===== src/rtl/map_column_feeder.sv =====
// map_column_feeder
//   Streams the wall columns of the current level from the map ROM into the
//   scroller. A 2-entry prefetch FIFO hides the one-cycle ROM read latency.
//   After the last map column an all-zero end-marker column is offered,
//   which the datapath uses to end the game. shift_tick paces the scroll.
//
//   Optional feature: define MAP_LOOP_EN to make the map repeat forever.
//   The fetch address then wraps, END is never entered, and map_done pulses
//   when column 0 is transferred on every lap after the first.
//
// Ports
//   clk, resetn      clock, asynchronous active-low reset
//   start            one-cycle pulse: restart the map at column 0
//   halt             level: not in game, flush and go idle (beats start)
//   rom_rd/rom_addr  ROM read strobe and address
//   rom_data         ROM word, valid the cycle after rom_rd
//   col_data/col_valid/col_ready  column stream to the datapath
//   shift_tick       one-cycle scroll pulse every TICK_DIV cycles
//   map_done         end marker on offer (loop build: lap pulse)
//   col_count        saturating count of transferred columns
//
// Handshake: a column moves on a rising edge where col_valid and col_ready
// are both high. While col_valid is high and col_ready low, col_data is held.
// col_ready is ignored while col_valid is low.
module map_column_feeder #(
   parameter int COL_W    = 100,
   parameter int ADDR_W   = 8,
   parameter int MAP_LEN  = 200,
   parameter int TICK_DIV = 2500000
) (
   input  logic              clk,
   input  logic              resetn,
   input  logic              start,
   input  logic              halt,
   output logic              rom_rd,
   output logic [ADDR_W-1:0] rom_addr,
   input  logic [COL_W-1:0]  rom_data,
   output logic [COL_W-1:0]  col_data,
   output logic              col_valid,
   input  logic              col_ready,
   output logic              shift_tick,
   output logic              map_done,
   output logic [ADDR_W-1:0] col_count
);

   localparam int TICK_W = (TICK_DIV > 1) ? $clog2(TICK_DIV) : 1;
   localparam logic [TICK_W-1:0] TICK_LAST = TICK_W'(TICK_DIV - 1);
`ifdef MAP_LOOP_EN
   localparam logic [ADDR_W:0] LAST_A = (ADDR_W+1)'(MAP_LEN - 1);
`else
   localparam logic [ADDR_W:0] MAP_LEN_A = (ADDR_W+1)'(MAP_LEN);
`endif

   typedef enum logic [1:0] {S_IDLE, S_FETCH, S_END} state_t;

   state_t            state;
   logic [COL_W-1:0]  buf_data [2];
   logic              rd_ptr, wr_ptr;
   logic [1:0]        occ;
   logic              ret_v;        // ROM data returns this cycle
   logic [ADDR_W:0]   fetch_addr;   // one extra bit so MAP_LEN fits
   logic [TICK_W-1:0] tick_cnt;

   logic              pop, pop_fetch, addr_ok;
   logic [2:0]        level;
   logic [1:0]        occ_next;
   logic [ADDR_W:0]   addr_next;

`ifdef MAP_LOOP_EN
   // Tags the column fetched from address 0 on every lap after the first.
   logic              buf_flag [2];
   logic              ret_flag;
   logic              lapped;
`endif

   assign rom_addr = fetch_addr[ADDR_W-1:0];

   always_comb begin
      col_valid = (state == S_END) || (occ != 2'd0);
      pop       = col_valid & col_ready;
      pop_fetch = pop & (state == S_FETCH);
      // Buffer level after this edge if nothing new is issued: the word
      // returning from the ROM is counted, the word leaving is not.
      level     = {1'b0, occ} + {2'b00, ret_v} - {2'b00, pop_fetch};
      occ_next  = level[1:0];
`ifdef MAP_LOOP_EN
      addr_ok   = 1'b1;
      addr_next = (fetch_addr == LAST_A) ? '0 : fetch_addr + (ADDR_W+1)'(1);
      map_done  = pop & buf_flag[rd_ptr];
`else
      addr_ok   = (fetch_addr < MAP_LEN_A);
      addr_next = fetch_addr + (ADDR_W+1)'(1);
      map_done  = (state == S_END);
`endif
      rom_rd     = (state == S_FETCH) & ~halt & ~start & addr_ok & (level < 3'd2);
      col_data   = (state == S_FETCH && occ != 2'd0) ? buf_data[rd_ptr] : '0;
      shift_tick = (state != S_IDLE) && (tick_cnt == TICK_LAST);
   end

   always_ff @(posedge clk or negedge resetn) begin
      if (!resetn) begin
         state       <= S_IDLE;
         buf_data[0] <= '0;
         buf_data[1] <= '0;
         rd_ptr      <= 1'b0;
         wr_ptr      <= 1'b0;
         occ         <= 2'd0;
         ret_v       <= 1'b0;
         fetch_addr  <= '0;
         tick_cnt    <= '0;
         col_count   <= '0;
      end else if (halt || start) begin
         // Flush: buffered and in-flight columns are dropped.
         state      <= halt ? S_IDLE : S_FETCH;
         rd_ptr     <= 1'b0;
         wr_ptr     <= 1'b0;
         occ        <= 2'd0;
         ret_v      <= 1'b0;
         fetch_addr <= '0;
         tick_cnt   <= '0;
         col_count  <= '0;
      end else begin
         if (state != S_IDLE) begin
            tick_cnt <= (tick_cnt == TICK_LAST) ? '0 : tick_cnt + TICK_W'(1);
            if (pop && col_count != '1)
               col_count <= col_count + ADDR_W'(1);
         end
         if (state == S_FETCH) begin
            if (ret_v) begin
               buf_data[wr_ptr] <= rom_data;
               wr_ptr           <= ~wr_ptr;
            end
            if (pop)
               rd_ptr <= ~rd_ptr;
            occ   <= occ_next;
            ret_v <= rom_rd;
            if (rom_rd)
               fetch_addr <= addr_next;
`ifndef MAP_LOOP_EN
            // Map exhausted, nothing in flight, last column leaving now.
            if (fetch_addr == MAP_LEN_A && !ret_v && occ_next == 2'd0)
               state <= S_END;
`endif
         end
      end
   end

`ifdef MAP_LOOP_EN
   always_ff @(posedge clk or negedge resetn) begin
      if (!resetn) begin
         buf_flag[0] <= 1'b0;
         buf_flag[1] <= 1'b0;
         ret_flag    <= 1'b0;
         lapped      <= 1'b0;
      end else if (halt || start) begin
         ret_flag <= 1'b0;
         lapped   <= 1'b0;
      end else if (state == S_FETCH) begin
         if (ret_v)
            buf_flag[wr_ptr] <= ret_flag;
         if (rom_rd) begin
            ret_flag <= lapped && (fetch_addr == '0);
            if (fetch_addr == LAST_A)
               lapped <= 1'b1;
         end
      end
   end
`endif

endmodule


===== config.mk =====
export PLATFORM = sky130hd
export DESIGN_NAME = map_column_feeder
export DESIGN_NICKNAME = d
export VERILOG_FILES = /design/src/rtl/map_column_feeder.sv
export SDC_FILE = /design/constraint.sdc
export NUM_CORES = 1
export LEC_CHECK = 0
export CAP_MARGIN = 5
export CORE_ASPECT_RATIO = 1.2
export CORE_MARGIN = 5
export CORE_UTILIZATION = 35
export DETAILED_ROUTE_END_ITERATION = 6
export PLACE_DENSITY = 0.65
export SYNTH_ARGS = -nofsm -noshare
export SYNTH_HDL_FRONTEND = slang
export SYNTH_SLANG_ARGS = --single-unit

===== constraint.sdc =====
create_clock -name clk -period 3.55 [get_ports clk]
set_input_delay 0.71 -clock clk [delete_from_list [all_inputs] [get_ports clk]]
set_output_delay 0.71 -clock clk [all_outputs]
set_load 0.01 [all_outputs]

==> results.md <==
* Status: finished, violations left
* Failing checks: negative setup slack
* Crit Path Class: reg2out
* Syn-to-layout area delta at 33.6%
* Fillers at 2925
* Worst skew pair latency at between 0.5 and 0.6 ns
* Global-route wire length before repair at about 46000 µm
* Layout net count at 1277
* Commonest cells after routing, fill and taps aside: dfrtp_1 (245), clkdlybuf4s50_1 (221), mux2_2 (200)
* Routed wire length at 28100 µm
* Overall via count from detail_route at just over 8000
* Arrival @ worst endpoint at ~3.1 ns
* GRT met3 Usage at approximately 3%
* Synth Area in XOR/XNOR at roughly 1.1%
* Root Driver: clkbuf_16
* # clock sinks at 246
* Post-synthesis mux area share at ~28%
* Final hold vios at 0
* CP Launch Type: register
* Hold slack final at ~0.14 ns
* PnR Total Power at 6.84 mW
* Vias in the first global route at 8641
* Launching point of the worst reg2reg path: state[1]
* Asr flop ratio synth at 100%
* CP Launch Point: state[1]
* Grt met2 use at 26.7%
* Crit path to: rom_rd
* Synth Area per Inst at ~12 µm²
* Post-Synth Simple-Gate Area at 9.43%
* Placed Cells incl. Taps at approximately 1500
* Core area at 32300 µm²
* Tmin final at 3.83 ns
* Pin count of the biggest net entering global routing at 78
* Initial antenna violation count at 2
* Drt drc at 0
* Max Root-Sink Buffers at 3
* Clock Pin Slew Worst Setup and Hold Paths at 0.06 ns
* F_max at between 200 and 300 MHz
* Mapped Nets at around 1100
* Critical path endpoint category: output pin
* GRT overflow at 0
* Leakage at approximately 6.6 nW
* Worst Tran Pin Value at approximately 0.70 ns
* Boundary Pins at between 200 and 250
* Maxcap violations at 0
* Detail Placement HPWL at 18500 µm
* Worst Hold Class: in2async
* Post-synth EDFFs at 0
* Total CTS buffers at 27
* Final period util at 108%
* Total track usage at between 10% and 20%
* Vias/cell at between 5 and 6
* Detailed Routing Iterations Pass 1 at 4
* CTS tree: yes
* Post-synthesis adder-cell area fraction at less than 1%
* Met1 global-route usage at about a fifth
* Die Width at roughly 180 µm
* #FFs+latches synth at roughly 250
* Post-Syn Instances at ~940
* CP max FO at 2
* Relative slew slack at 52.7%
* # setup viols final at 1
* Final clock skew at between 0.006 and 0.007 ns
* Worst EP required at around 2.8 ns
* R2R cell count at 16
* DIE HEIGHT at between 200 and 250 µm
* Post-Synthesis Cell Area at 11500 µm²
* R2r endpoint: fetch_addr[3]
* Placer Congestion at roughly 0.85
* Initial core utilization at 35.5%
* Total negative slack at -0.275 ns
* Buffers on Ports at ~220
* Count of different cell masters after synthesis at 53
* Die area at roughly 37000 µm²
* Ratio of cells with drive above 1 in the final layout at ~25%
* WL per Instance at ~18 µm
* Flop2flop setup slack at 0.25 ns
* CTS H-tree lvls at 1
* Final setup margin at -0.275 ns
* Final Non-Filler Cells at between 1500 and 2000
* IR drop worst, VDD at about 360 µV
* Synth Area in Compound Gates at ~3.2%
* Commonest non-fill, non-tap cell in the layout: dfrtp_1
* Post-route ant nets at 0
* Largest family of logic cells by synthesized area: multiplexers
* # rows at 72
* Syn. warnings at 0
* Seq/Total Area, Yosys at between 50 and 60%
* Unrepaired setup endpoints after global routing: true
* DRT iter0 DRCs at roughly 610
* Top FF cell, synth: dfrtp_1
* GRT Max-Usage Layer: met2
* Final Max Slew Viols at 0
* PwrDens at 447 nW/µm²
logic make-up after synthesis:
group | count (synthesis)
AOI/OAI and AO/OA | 61
muxes | 301
DFF | 246
buffers and inverters | 78
adders and majority gates | 7
and+or+nand+nor | 231
xor gates and xnor gates | 14
worst max-delay path, stage by stage, from the launching register on:
cell,delay [ns]
dfrtp_1,0.39
nor2b_2,0.18
o21ai_4,0.10
nor2_4,0.13
ha_4,0.21
inv_2,0.06
ha_4,0.12
inv_2,0.03
fa_1,0.50
nand4bb_1,0.14
or4_4,0.56
inv_4,0.07
buf_6,0.09
synth_stat cells, types with 2 or more instances:
library cell | count | area (µm²)
nand3_1 | 22 | 110
buf_2 | 15 | 75.1
and2_1 | 2 | 12.5
nand2_1 | 20 | 75.1
nor4_2 | 2 | 25.0
mux2_2 | 200 | 2250
mux2i_1 | 101 | 1010
nor2_1 | 135 | 507
xor2_1 | 9 | 78.8
a21oi_1 | 17 | 85.1
o31ai_1 | 2 | 15.0
buf_4 | 16 | 120
or3_1 | 5 | 31.3
xnor2_1 | 5 | 43.8
o22ai_1 | 3 | 18.8
o21ai_0 | 22 | 110
a22o_1 | 4 | 35.0
and4_1 | 4 | 35.0
nand4_1 | 9 | 56.3
nor4_1 | 2 | 12.5
ha_1 | 6 | 75.1
a31oi_1 | 2 | 12.5
or2_2 | 2 | 12.5
clkbuf_1 | 26 | 97.6
and3_1 | 7 | 43.8
nor3_1 | 7 | 35.0
dfrtp_1 | 246 | 6160
inv_1 | 17 | 63.8
or4_1 | 2 | 15.0
nor4b_1 | 5 | 43.8
how the worst min path moves through the flow:
stage                               end  slack [ns]  cells past startpoint     startpoint
after global placement     buf_data[66]        0.49                      1   buf_data[66]
after CTS                  buf_data[17]        0.15                      1         resetn
after floorplan             buf_data[0]        0.41                      0         resetn
after global routing       buf_data[17]        0.17                      1         resetn
final                      buf_data[17]        0.14                      1         resetn
after detailed placement  fetch_addr[8]        0.49                      1  fetch_addr[8]
routing by layer:
layer  routed length (µm)  vias to the layer above
met3                 1610                       36
met4                  551                        0
met5                    0                        -
met2                14300                      196
met1                11600                     4064
li1                     -                     3749
cell type report:
type	count	area (µm²)	share of cell area, %
flip-flops and latches	246	6160	40.2
inverters	18	70.1	0.457
well taps	407	509	3.32
clock inverters	15	235	1.54
multi-input cells	614	4990	32.5
repair buffers	258	2600	17.0
clock buffers	35	756	4.93
diodes	2	5.00	0.0327
power breakdown:
part           switching, mW  internal (mW)  leakage [nW]
registers              0.101           3.02          3.33
logic                  0.262          0.379          2.73
clock network           1.14           1.94         0.489
per-stage QoR:
| step | cell area, µm² | util, % | worst slack (ns) |
|---|---|---|---|
| after floorplan | 11500 | - | 0.0158 |
| after global placement | 14200 | 44.0 | -0.805 |
| after detailed placement | 14200 | 44.0 | -0.809 |
| after CTS | 15300 | 47.2 | -0.340 |
| after global routing | 15300 | 47.4 | -0.391 |
| final | 15300 | 47.4 | -0.275 |
sequential cells by signal (all words and copies together), names as in the netlist:
name        count
buf_data      200
wr_ptr          1
state           2
occ             2
col_count       8
rd_ptr          1
tick_cnt       22
ret_v           1
fetch_addr      9
what timing repair did:
action | in CTS | in global routing
hold buffers | 0 | 0
gates resized for setup | 10 | 8
pin swaps | 3 | 4
setup buffers | 6 | 2
endpoints found under the setup margin | 60 | 61
Power figures use the tool's default switching activity.
